File: src/rtl/integ_gate_ctrl.sv
`default_nettype none
// ============================================================================
// Module   : integ_gate_ctrl
// Purpose  : Event sequencer for the muon front-end pulse integrator.
// Revision : 1.0
// ============================================================================
module integ_gate_ctrl #(
    parameter int GATE_LEN    = 64,
    parameter int SETTLE_LEN  = 2,
    parameter int HOLDOFF_LEN = 16,
    parameter int TS_W        = 32,
    parameter int CNT_W       = 16
) (
    input  logic             clk,
    input  logic             rst,
    input  logic             enable,
    input  logic             trig_in,
    output logic             int_clr,
    output logic             int_en,
    output logic             evt_valid,
    input  logic             evt_ready,
    output logic [TS_W-1:0]  evt_ts,
    output logic             evt_pileup,
    output logic [CNT_W-1:0] evt_count,
    output logic [CNT_W-1:0] lost_count,
    output logic             busy
);

    localparam logic [2:0] c_IDLE    = 3'd0;
    localparam logic [2:0] c_CLEAR   = 3'd1;
    localparam logic [2:0] c_GATE    = 3'd2;
    localparam logic [2:0] c_SETTLE  = 3'd3;
    localparam logic [2:0] c_VALID   = 3'd4;
    localparam logic [2:0] c_HOLDOFF = 3'd5;

    // Down-counter loads are length-1 so each phase lasts exactly its length.
    localparam logic [15:0] c_GATE_LOAD    = 16'(GATE_LEN - 1);
    localparam logic [15:0] c_SETTLE_LOAD  = 16'(SETTLE_LEN - 1);
    localparam logic [15:0] c_HOLDOFF_LOAD = 16'(HOLDOFF_LEN - 1);

    logic [2:0]       r_state;
    logic             r_trig_d;
    logic [TS_W-1:0]  r_ts;
    logic [15:0]      r_dly;
    logic [TS_W-1:0]  r_evt_ts;
    logic             r_pileup;
    logic [CNT_W-1:0] r_evt_cnt;
    logic [CNT_W-1:0] r_lost_cnt;

    logic w_edge;
    logic w_lost_inc;

    assign w_edge     = trig_in & ~r_trig_d;
    assign w_lost_inc = w_edge & (((r_state == c_IDLE) & ~enable) |
                                  (r_state == c_VALID) | (r_state == c_HOLDOFF));

    always_ff @(posedge clk or posedge rst) begin
        if (rst) begin
            r_state   <= c_IDLE;
            r_trig_d  <= 1'b0;
            r_ts      <= '0;
            r_dly     <= '0;
            r_evt_ts  <= '0;
            r_pileup  <= 1'b0;
            r_evt_cnt <= '0;
        end else begin
            r_trig_d <= trig_in;
            r_ts     <= r_ts + TS_W'(1);
            case (r_state)
                c_IDLE: begin
                    if (w_edge && enable) begin
                        r_state  <= c_CLEAR;
                        r_evt_ts <= r_ts;
                        r_pileup <= 1'b0;
                    end
                end
                c_CLEAR: begin
                    if (w_edge) r_pileup <= 1'b1;
                    r_state <= c_GATE;
                    r_dly   <= c_GATE_LOAD;
                end
                c_GATE: begin
                    if (w_edge) r_pileup <= 1'b1;
                    if (r_dly == '0) begin
                        r_state <= c_SETTLE;
                        r_dly   <= c_SETTLE_LOAD;
                    end else begin
                        r_dly <= r_dly - 16'd1;
                    end
                end
                c_SETTLE: begin
                    if (w_edge) r_pileup <= 1'b1;
                    if (r_dly == '0) r_state <= c_VALID;
                    else             r_dly   <= r_dly - 16'd1;
                end
                c_VALID: begin
                    if (evt_ready) begin
                        r_state   <= c_HOLDOFF;
                        r_dly     <= c_HOLDOFF_LOAD;
                        r_evt_cnt <= r_evt_cnt + CNT_W'(1);
                    end
                end
                c_HOLDOFF: begin
                    if (r_dly == '0) r_state <= c_IDLE;
                    else             r_dly   <= r_dly - 16'd1;
                end
                default: r_state <= c_IDLE;
            endcase
        end
    end

    // Lost-trigger counter saturates rather than wrapping.
    always_ff @(posedge clk or posedge rst) begin
        if (rst) begin
            r_lost_cnt <= '0;
        end else if (w_lost_inc && (r_lost_cnt != {CNT_W{1'b1}})) begin
            r_lost_cnt <= r_lost_cnt + CNT_W'(1);
        end
    end

    assign int_clr    = (r_state == c_CLEAR);
    assign int_en     = (r_state == c_GATE);
    assign evt_valid  = (r_state == c_VALID);
    assign busy       = (r_state != c_IDLE);
    assign evt_ts     = r_evt_ts;
    assign evt_pileup = r_pileup;
    assign evt_count  = r_evt_cnt;
    assign lost_count = r_lost_cnt;

endmodule
`default_nettype wire
File: config.mk
export PLATFORM = sky130hd
export DESIGN_NAME = integ_gate_ctrl
export DESIGN_NICKNAME = d
export VERILOG_FILES = /design/src/rtl/integ_gate_ctrl.sv
export SDC_FILE = /design/constraint.sdc
export NUM_CORES = 1
export LEC_CHECK = 0
export CAP_MARGIN = 20
export CORE_MARGIN = 8
export CORE_UTILIZATION = 50
export CTS_CLUSTER_SIZE = 24
export DETAILED_ROUTE_END_ITERATION = 6
export PLACE_DENSITY = 0.76
export SLEW_MARGIN = 10
export SYNTH_ARGS = -nofsm -noshare
export SYNTH_HDL_FRONTEND = slang
export SYNTH_SLANG_ARGS = --single-unit
File: constraint.sdc
create_clock -name clk -period 4.17 [get_ports clk]
set_input_delay 0.417 -clock clk [delete_from_list [all_inputs] [get_ports clk]]
set_output_delay 0.417 -clock clk [all_outputs]
set_load 0.1 [all_outputs]
==> metrics.md, run 1 <==
| Metric | Value |
|---|---|
| Outcome | `finished clean` |
| XOR/XNOR Fraction of Synth Area | `9.52%` |
| CTS sink cnt | `around 120` |
| Yosys warns | `0` |
| Fillers | `816` |
| Initial DRC count | `254` |
| PwrDens | `387 mW/mm²` |
| Cells after Synth | `474` |
| Rows | `37` |
| Max H-tree Level | `4` |
| Final WL | `11.2 mm` |
| Nets | `565` |
| Max-Cap Viols | `0` |
| Diode count | `0` |
| Core area | `0.0104 mm²` |
| Setup TNS | `0 ns` |
| Vias | `3839` |
| Worst slew pin tran | `1.02 ns` |
| Global Route Usage Sum | `16.4%` |
| Starting Density | `51.5%` |
| Placed Area | `0.00620 mm²` |
| Final cell area excluding filler cells | `0.00681 mm²` |
| Layout area overhead | `27.5%` |
| Arrival @ worst endpoint | `2.77 ns` |
| CTS root buffer | `clkbuf_8` |
| Max Transition Viols Final | `0` |
| Syn Area/Cell | `11.3 µm²` |
| Synthesized area | `0.00534 mm²` |
| RR Startpoint | `r_dly[0]$_DFFE_PP0P_` |
| Worst path max stage delay | `1.15 ns` |
| Post-synth ARST share | `100%` |
| Post-synthesis compound-gate area fraction | `around 7.1%` |
| Placer Congestion | `0.809` |
| Dpl ws | `1.52 ns` |
| FMAX | `314 MHz` |
| Setup crit start | `r_state[2]$_DFFE_PP0P_` |
| TritonCTS clock tree | `yes` |
| Simple-Gate Fraction of Synth Area | `18.2%` |
| RSZ-0062 raised after global routing | `false` |
| Ys flop type | `dfrtp_1` |
| Vias in the first global route | `3800` |
| R2R Setup Slk | `1.47 ns` |
| Final hold violation count | `0` |
| Count of final setup violators | `0` |
| Min cycle time layout | `between 3 and 4 ns` |
| Largest family of logic cells by synthesized area | `simple AND/OR/NAND/NOR gates` |
| Rel. slew slack | `a little under a third` |
| Mux share of post-synthesis cell area | `7.15%` |
| CP Max Fanout | `18` |
| Worst EP required | `3.75 ns` |
| DIE AREA | `0.0142 mm²` |
| Antenna-violating nets left | `0` |
| PortBufs | `73` |
| Fin worst setup slack | `~0.98 ns` |
| Share of cells above drive strength 1 | `12.7%` |
| Sequential element share of the synthesized area | `54.9%` |
| CTS Buf Count | `17` |
| Ports | `74` |
| PostCTS Resize Cnt | `0` |
| CP Capture Point | `evt_valid` |
| EDFF count, synth | `0` |
| First-pass GRT wire length | `between 15 and 20 mm` |
| Drt pass-1 iters | `4` |
| Reg2Reg Depth | `7` |
| Routed length per instance | `16.0 µm` |
| HPWL after detailed placement | `7.64 mm` |
| Clk_lat worst skew | `~0.52 ns` |
| Number of library cell types mapped by synthesis | `51` |
| Peak supply drop | `0.459 mV` |
| Vias per cell | `5.47` |
| DRC Markers | `0` |
| Die W | `approximately 120 µm` |
| Worst Skew | `0.00730 ns` |
| # hold bufs at CTS | `0` |
| Initial antenna violation count | `0` |
| Cell Chain, Critical Path | `nand2b_1 > a21oi_1 > clkdlybuf4s50_1` |
| Clk buf depth | `2` |
| Slowest CP cell | `clkdlybuf4s50_1` |
| Part of the cycle the worst path needs | `76.5%` |
| R2R Path End | `r_dly[8]$_DFFE_PP0P_` |
| Hold crit path type | `primary input to async pin` |
| Final total power | `~2.6 mW` |
| Worst-path clk slew | `0.05 ns` |
| Global route overflow | `0` |
| Post-CTS Setup Bufs | `0` |
| Seq cells post-synth | `117` |
| Static leakage | `3.03 nW` |
| Die Span Y | `119 µm` |
| Adder-Cell Fraction of Synth Area | `under 10%` |
| Critical path type | `flop to primary output` |
| CP endpoint kind | `primary output` |
| Startpoint Class | `flop` |
| Post-Syn Nets | `484` |
| Largest net degree at the start of global routing | `87` |
==> worst min path at each step <==
stage | slack (ns) | end | startpoint
2_1_floorplan | 0.44 | r_ts[31]$_DFF_PP0_ | r_ts[31]$_DFF_PP0_
4_1_cts | 0.38 | r_trig_d$_DFF_PP0_ | trig_in
3_3_place_gp | 0.46 | evt_count[15]$_DFFE_PP0P_ | evt_count[15]$_DFFE_PP0P_
5_1_grt | 0.37 | evt_count[15]$_DFFE_PP0P_ | rst
3_5_place_dp | 0.47 | evt_count[15]$_DFFE_PP0P_ | evt_count[15]$_DFFE_PP0P_
6_report | 0.33 | evt_count[15]$_DFFE_PP0P_ | rst
==> stage by stage <==
step	utilization (%)	hold slack, ns	std cells
6_report	65.6	0.327	702
5_1_grt	65.6	0.371	702
4_1_cts	65.4	0.375	701
3_5_place_dp	59.8	0.467	671
3_3_place_gp	59.8	0.461	671
2_1_floorplan	-	0.442	474
==> area by class of cell <==
cell class	count	area [µm²]	share of cell area [%]
flip-flops and latches	117	2930	43.0
multi-input cells	333	2300	33.8
repair buffers	79	788	11.6
clock buffers	22	463	6.80
well taps	136	170	2.50
clock inverters	8	125	1.84
inverters	7	28.8	0.423
==> sequential cells by signal, summed over array words and instances (netlist names) <==
name        flops
r_ts           32
evt_pileup      1
evt_count      16
r_state         3
evt_ts         32
r_dly          16
lost_count     16
r_trig_d        1
==> Yosys cell counts (3+ instances only) <==
library cell,number,area [µm²]
dfrtp_1,117,2930
xnor2_1,43,377
nand2_1,37,139
mux2_2,33,372
nand3_1,26,130
nor2_1,26,97.6
o21ai_0,19,95.1
nand4_1,16,100
xor2_1,15,131
and3_1,13,81.3
nor3_1,13,65.1
clkbuf_1,12,45.0
a21oi_1,9,45.0
nand2b_1,8,50.1
inv_1,7,26.3
and4_1,6,52.6
or3_1,6,37.5
ha_1,5,62.6
and2_1,4,25.0
nor3b_1,4,30.0
o31ai_1,4,30.0
or4_1,4,30.0
a211oi_1,3,22.5
nor4_1,3,18.8
o211ai_1,3,22.5
o21bai_1,3,22.5
==> critical path, delay by kind of cell, from the launching register on <==
| kind | cells | cell delay (ns) |
|---|---|---|
| AO/OA/AOI/OAI | 1 | 0.19 |
| buffers and inverters | 1 | 1.15 |
| AND/OR/NAND/NOR | 1 | 0.36 |
| flip-flops | 1 | 0.56 |
==> power by group <==
group | internal [mW] | switching (mW) | total (mW)
clock | 0.949 | 0.487 | 1.44
sequential | 1.14 | 0.00296 | 1.14
combinational | 0.0123 | 0.0425 | 0.0548
total | 2.10 | 0.532 | 2.63
==> metal layers <==
layer	wire, µm	track usage (%)
met1	5050	20.2
met4	91	5.00
met5	0	0
met3	692	7.75
met2	5390	25.2
==> cells by family after synthesis <==
family | Yosys count
compound gates | 59
simple gates | 177
buf+inv | 24
mux | 34
fa+ha+maj | 5
xor+xnor | 58
flops | 117
==> cell usage in the layout (no fill, tap or decap), drive strengths merged, types with 4 or more instances in the layout <==
cell / netlist / routed
nand2: 37 / 37
nand4: 16 / 16
clkdlybuf4s50: 0 / 73
nor2: 26 / 26
nor3: 13 / 13
nand3: 26 / 26
nand2b: 8 / 8
clkbuf: 12 / 22
buf: 5 / 6
o31ai: 4 / 4
a21oi: 9 / 9
nor4: 5 / 5
o21ai: 21 / 21
clkinvlp: 0 / 4
and2: 4 / 4
inv: 7 / 7
xnor2: 43 / 43
or4: 5 / 5
ha: 5 / 5
dfrtp: 117 / 117
and3: 13 / 13
xor2: 15 / 15
or3: 6 / 6
and4: 6 / 6
nor3b: 4 / 4
mux2: 33 / 33
Note: power is estimated with default switching activity, not from simulation.
==> inputs of run 2 (changes only) <==
- clock period: 4.17 -> 3 ns (I/O delays scaled with it)
==> metrics.md, run 2 (synthesis results as in run 1) <==
| Metric | Value |
|---|---|
| Post-CTS Setup Bufs | `0 (unchanged)` |
| Post-layout util | `64.0% (was 65.6%)` |
| Final WL | `11.2 mm (about the same)` |
| Count of final setup violators | `0 (unchanged)` |
| PortBufs | `73 (unchanged)` |
| Placer Congestion | `0.861 (was 0.809)` |
| Worst Skew | `0.00906 ns (was 0.00730 ns)` |
| Initial DRC count | `243 (was 254)` |
| TritonCTS clock tree | `yes (unchanged)` |
| Share of cells above drive strength 1 | `24.9% (was 12.7%)` |
| Final total power | `3.63 mW (was 2.63 mW)` |
| DIE AREA | `0.0142 mm² (unchanged)` |
| CTS Buf Count | `17 (unchanged)` |
| Hold crit path type | `primary input to flop (was primary input to async pin)` |
| Commonest non-fill, non-tap cell in the layout | `dfrtp_1 (unchanged)` |
| DRC Markers | `0 (unchanged)` |
| Part of the cycle the worst path needs | `85.0%` |
| Rel. slew slack | `54.7% (was 31.8%)` |
| Global route overflow | `0 (unchanged)` |
| Worst EP required | `3.35 ns (was 3.75 ns)` |
| Min cycle time layout | `approximately 2.5 ns` |
| First-pass GRT wire length | `19.8 mm (was 18.8 mm)` |
| Die Span Y | `119 µm (unchanged)` |
| Initial antenna violation count | `0 (unchanged)` |
| FMAX | `392 MHz` |
| PostCTS Resize Cnt | `0 (unchanged)` |
| Rows | `37 (unchanged)` |
| Worst slew pin tran | `0.676 ns (was 1.02 ns)` |
| Nets | `565 (unchanged)` |
| Max Transition Viols Final | `0 (unchanged)` |
| Static leakage | `3.17 nW (was 3.03 nW)` |
| Startpoint Class | `flop (unchanged)` |
| Outcome | `finished clean (unchanged)` |
| Setup TNS | `0 ns (unchanged)` |
| Ports | `74 (unchanged)` |
| Fillers | `831 (was 816)` |
| Drt pass-1 iters | `4 (unchanged)` |
| Layout area overhead | `24.4% (was 27.5%)` |
| Global Route Usage Sum | `16.7% (was 16.4%)` |
| CP Max Fanout | `10 (was 18)` |
| PwrDens | `547 mW/mm² (was 387 mW/mm²)` |
| Max-Cap Viols | `0 (unchanged)` |
| Vias | `3870 (was 3839)` |
| Routed length per instance | `15.9 µm (was 16.0 µm)` |
| HPWL after detailed placement | `7.63 mm (was 7.64 mm)` |
| Arrival @ worst endpoint | `2.90 ns (was 2.77 ns)` |
| Peak supply drop | `0.328 mV (was 0.459 mV)` |
| Worst-path clk slew | `0.05 ns (about the same)` |
| Diode count | `0 (unchanged)` |
| CP endpoint kind | `flop (was primary output)` |
| RSZ-0062 raised after global routing | `false (unchanged)` |
| CTS sink cnt | `117 (unchanged)` |
| Vias per cell | `5.50 (was 5.47)` |
| Clk buf depth | `2 (unchanged)` |
| Vias in the first global route | `4065 (was 3800)` |
| Largest net degree at the start of global routing | `118 (was 87)` |
| Starting Density | `51.5% (unchanged)` |
| Critical path type | `flop to flop (was flop to primary output)` |
| # hold bufs at CTS | `0 (unchanged)` |
| Most frequent cells in the layout | `dfrtp_1, buf_4, xnor2_1 (was dfrtp_1, clkdlybuf4s50_1, xnor2_1)` |
| Antenna-violating nets left | `0 (unchanged)` |
| Final hold violation count | `0 (unchanged)` |
| CTS root buffer | `clkbuf_8 (unchanged)` |
| Clk_lat worst skew | `0.50 ns (was 0.52 ns)` |
| Die W | `119 µm (unchanged)` |
| Max H-tree Level | `4 (unchanged)` |
| Core area | `0.0104 mm² (unchanged)` |
## run 2: changes by cell type in the layout (fill, tap and decap cells not counted), sizes merged
cell / previous run / this run
clkdlybuf4s50: 73 / 4
buf: 6 / 75
clkinv: 1 / 3
inv: 7 / 6
## run 2: final timing paths
path,depth (start not counted),to,slack [ns],from
max in group asynchronous,3,evt_count[10]$_DFFE_PP0P_,2.24,rst
max,7,r_dly[8]$_DFFE_PP0P_,0.45,r_dly[0]$_DFFE_PP0P_
min,1,r_trig_d$_DFF_PP0_,0.28,trig_in
max reg2reg,7,r_dly[8]$_DFFE_PP0P_,0.45,r_dly[0]$_DFFE_PP0P_
min in group asynchronous,3,lost_count[3]$_DFFE_PP0P_,0.33,rst
min reg2reg,1,r_ts[31]$_DFF_PP0_,0.48,r_ts[31]$_DFF_PP0_
## run 2: report_power, final
part           switching (mW)  internal (mW)
logic                  0.0580         0.0144
registers             0.00421           1.58
clock network           0.674           1.30
total                   0.736           2.90
## run 2: critical path: stages (launching register included)
cell and delay (ns):
dfrtp_1 0.40, inv_1 0.12, ha_1 0.14, or4b_1 0.56, nor4_4 0.51, nor2_1 0.17
nand2b_1 0.32, o311ai_0 0.19
## run 2: stage by stage
step | cells | cell area [µm²] | hold WS, ns | worst slack, ns
2_1_floorplan | 474 | 5340 | 0.331 | 0.288
3_3_place_gp | 672 | 6060 | 0.457 | 0.581
3_5_place_dp | 672 | 6060 | 0.475 | 0.487
4_1_cts | 703 | 6640 | 0.266 | 0.462
5_1_grt | 703 | 6640 | 0.264 | 0.159
6_report | 703 | 6640 | 0.282 | 0.451
## run 2: final cells by class
type / count / area [µm²] / share of cell area [%]
sequential: 117 / 2930 / 44.1
multi-input combinational: 333 / 2300 / 34.7
timing repair buffer: 79 / 628 / 9.46
clock buffer: 22 / 453 / 6.82
tap: 136 / 170 / 2.56
clock inverter: 9 / 128 / 1.92
inverter: 7 / 30.0 / 0.452
## run 2: routing by layer
metal,global-route usage (%),vias to the layer above,share of wire (%)
met2,26.1,68,48
met5,0,-,0
met1,22.0,1939,48
li1,-,1857,-
met3,5.20,6,3.6
met4,4.68,0,0.68
==> inputs of run 3 (changes only) <==
- clock period: 3 -> 2.4 ns (I/O delays scaled with it)
==> metrics.md, run 3 (synthesis results as in run 1) <==
| Metric | Value |
|---|---|
| Outcome | `finished clean (unchanged)` |
| Count of final setup violators | `0 (unchanged)` |
| FMAX | `447 MHz (was 392 MHz)` |
| CTS root buffer | `clkbuf_8 (unchanged)` |
| Arrival @ worst endpoint | `2.61 ns (was 2.90 ns)` |
| Drt pass-1 iters | `5 (was 4)` |
| Worst-path clk slew | `0.05 ns (about the same)` |
| Setup TNS | `0 ns (unchanged)` |
| Worst EP required | `2.77 ns (was 3.35 ns)` |
| Final total power | `4.33 mW (was 3.63 mW)` |
| DIE AREA | `0.0142 mm² (unchanged)` |
| # hold bufs at CTS | `0 (unchanged)` |
| Vias | `3933 (was 3870)` |
| Hold crit path type | `primary input to async pin (was primary input to flop)` |
| CTS Buf Count | `17 (unchanged)` |
| Fin worst setup slack | `0.161 ns (was 0.451 ns)` |
| Diode count | `0 (unchanged)` |
| Final hold violation count | `0 (unchanged)` |
| Critical path type | `flop to flop (unchanged)` |
| Commonest non-fill, non-tap cell in the layout | `dfrtp_1 (unchanged)` |
| Die Span Y | `119 µm (unchanged)` |
| Static leakage | `3.23 nW (was 3.17 nW)` |
| Placed Area | `0.00622 mm² (was 0.00606 mm²)` |
| Largest net degree at the start of global routing | `77 (was 118)` |
| Routed length per instance | `16.2 µm (was 15.9 µm)` |
| Worst Skew | `0.00858 ns (was 0.00906 ns)` |
| First-pass GRT wire length | `20.0 mm (was 19.8 mm)` |
| Placer Congestion | `0.881 (was 0.861)` |
| CP Max Fanout | `9 (was 10)` |
| Max H-tree Level | `4 (unchanged)` |
| Clk buf depth | `2 (unchanged)` |
| Share of cells above drive strength 1 | `27.8% (was 24.9%)` |
| Global Route Usage Sum | `17.1% (was 16.7%)` |
| Worst slew pin tran | `0.528 ns (was 0.676 ns)` |
| Most frequent cells in the layout | `dfrtp_1, buf_4, xnor2_1 (unchanged)` |
| Die W | `119 µm (unchanged)` |
| PwrDens | `642 mW/mm² (was 547 mW/mm²)` |
| Clock power share | `52.0% (was 54.3%)` |
| Startpoint Class | `flop (unchanged)` |
| Final cell area excluding filler cells | `0.00675 mm² (was 0.00664 mm²)` |
| DRC Markers | `0 (unchanged)` |
| Peak supply drop | `0.445 mV (was 0.328 mV)` |
| Antenna-violating nets left | `0 (unchanged)` |
| Ports | `74 (unchanged)` |
| Rows | `37 (unchanged)` |
| RSZ-0062 raised after global routing | `false (unchanged)` |
| Finished Layout Cells | `719 (was 703)` |
| Switching power | `0.879 mW (was 0.736 mW)` |
| Nets | `582 (was 565)` |
| CTS sink cnt | `117 (unchanged)` |
| Switching portion of total power | `20.3% (about the same)` |
| Min cycle time layout | `2.24 ns (was 2.55 ns)` |
| Max Transition Viols Final | `0 (unchanged)` |
| Global route overflow | `0 (unchanged)` |
| Initial DRC count | `312 (was 243)` |
| CP endpoint kind | `flop (unchanged)` |
| Part of the cycle the worst path needs | `93.3% (was 85.0%)` |
| Core area | `0.0104 mm² (unchanged)` |
| Fraction of power consumed by sequential logic | `45.8% (was 43.7%)` |
| PortBufs | `73 (unchanged)` |
| HPWL after detailed placement | `8.26 mm (was 7.63 mm)` |
| Vias per cell | `5.47 (was 5.50)` |
| Combinational Power Share | `2.2% (was 2.0%)` |
| Clk_lat worst skew | `0.51 ns (was 0.50 ns)` |
| Internal | `3.45 mW (was 2.90 mW)` |
| Post-Place Cells | `688 (was 672)` |
| Rel. slew slack | `64.5% (was 54.7%)` |
| Vias in the first global route | `4116 (was 4065)` |
| Starting Density | `51.5% (unchanged)` |
| Dpl ws | `-0.00553 ns (was 0.487 ns)` |
| Layout area overhead | `26.5% (was 24.4%)` |
| Final WL | `11.7 mm (was 11.2 mm)` |
| TritonCTS clock tree | `yes (unchanged)` |
| Initial antenna violation count | `0 (unchanged)` |
| Max-Cap Viols | `0 (unchanged)` |
run 3: path summary, 6_finish.rpt:
path	startpoint	to	slack [ns]	depth (start not counted)
max in group asynchronous	rst	evt_ts[31]$_DFFE_PP0P_	1.69	3
min in group clk	trig_in	r_trig_d$_DFF_PP0_	0.25	1
worst max register to register	r_dly[11]$_DFFE_PP0P_	r_dly[8]$_DFFE_PP0P_	0.16	5
worst max-delay path	r_dly[11]$_DFFE_PP0P_	r_dly[8]$_DFFE_PP0P_	0.16	5
worst min register to register	evt_count[15]$_DFFE_PP0P_	evt_count[15]$_DFFE_PP0P_	0.48	1
worst min-delay path	rst	evt_count[5]$_DFFE_PP0P_	0.02	2
run 3: power by group through the flow:
stage          combinational, mW  sequential [mW]  clock, mW
2_1_floorplan             0.0356             2.04          0
3_3_place_gp              0.0965             2.02          0
3_5_place_dp              0.0968             2.02          0
4_1_cts                   0.0974             1.98       2.30
5_1_grt                    0.105             1.98       2.39
6_report                  0.0939             1.99       2.25
run 3: area by class of cell:
cell class / instances / area [µm²]
clock buffers: 24 / 440
inverters: 7 / 30.0
repair buffers: 96 / 781
multi-input cells: 333 / 2310
clock inverters: 6 / 80.1
fillers: 814 / 3620
flip-flops and latches: 117 / 2940
well taps: 136 / 170
run 3: what timing repair did:
action | CTS | global route
buffers inserted | 0 | 1
pin swaps | 0 | 2
endpoints found under the setup margin | 2 | 13
cloned | 0 | 0
gates resized for setup | 1 | 1
run 3: worst max-delay path, stage by stage, from the launching register on:
cell	delay [ns]
dfrtp_1	0.41
or4_4	0.62
or3_1	0.41
o21ai_2	0.23
nand2b_2	0.27
o311ai_0	0.15
run 3: routing by layer:
| metal | share of wire (%) | GRT usage (%) | vias to the layer above |
|---|---|---|---|
| met5 | 0 | 0 | - |
| met4 | 0.99 | 5.85 | 0 |
| met3 | 4.4 | 6.00 | 10 |
| met2 | 49 | 27.4 | 72 |
| met1 | 45 | 21.2 | 1958 |
| li1 | - | - | 1893 |
run 3: per-stage QoR:
step | utilization (%) | hold WS, ns
after floorplan | - | 0.271
after global placement | 59.9 | 0.462
after detailed placement | 59.9 | 0.465
after CTS | 65.0 | 0.00752
after global routing | 65.1 | 0.0194
final | 65.1 | 0.0221
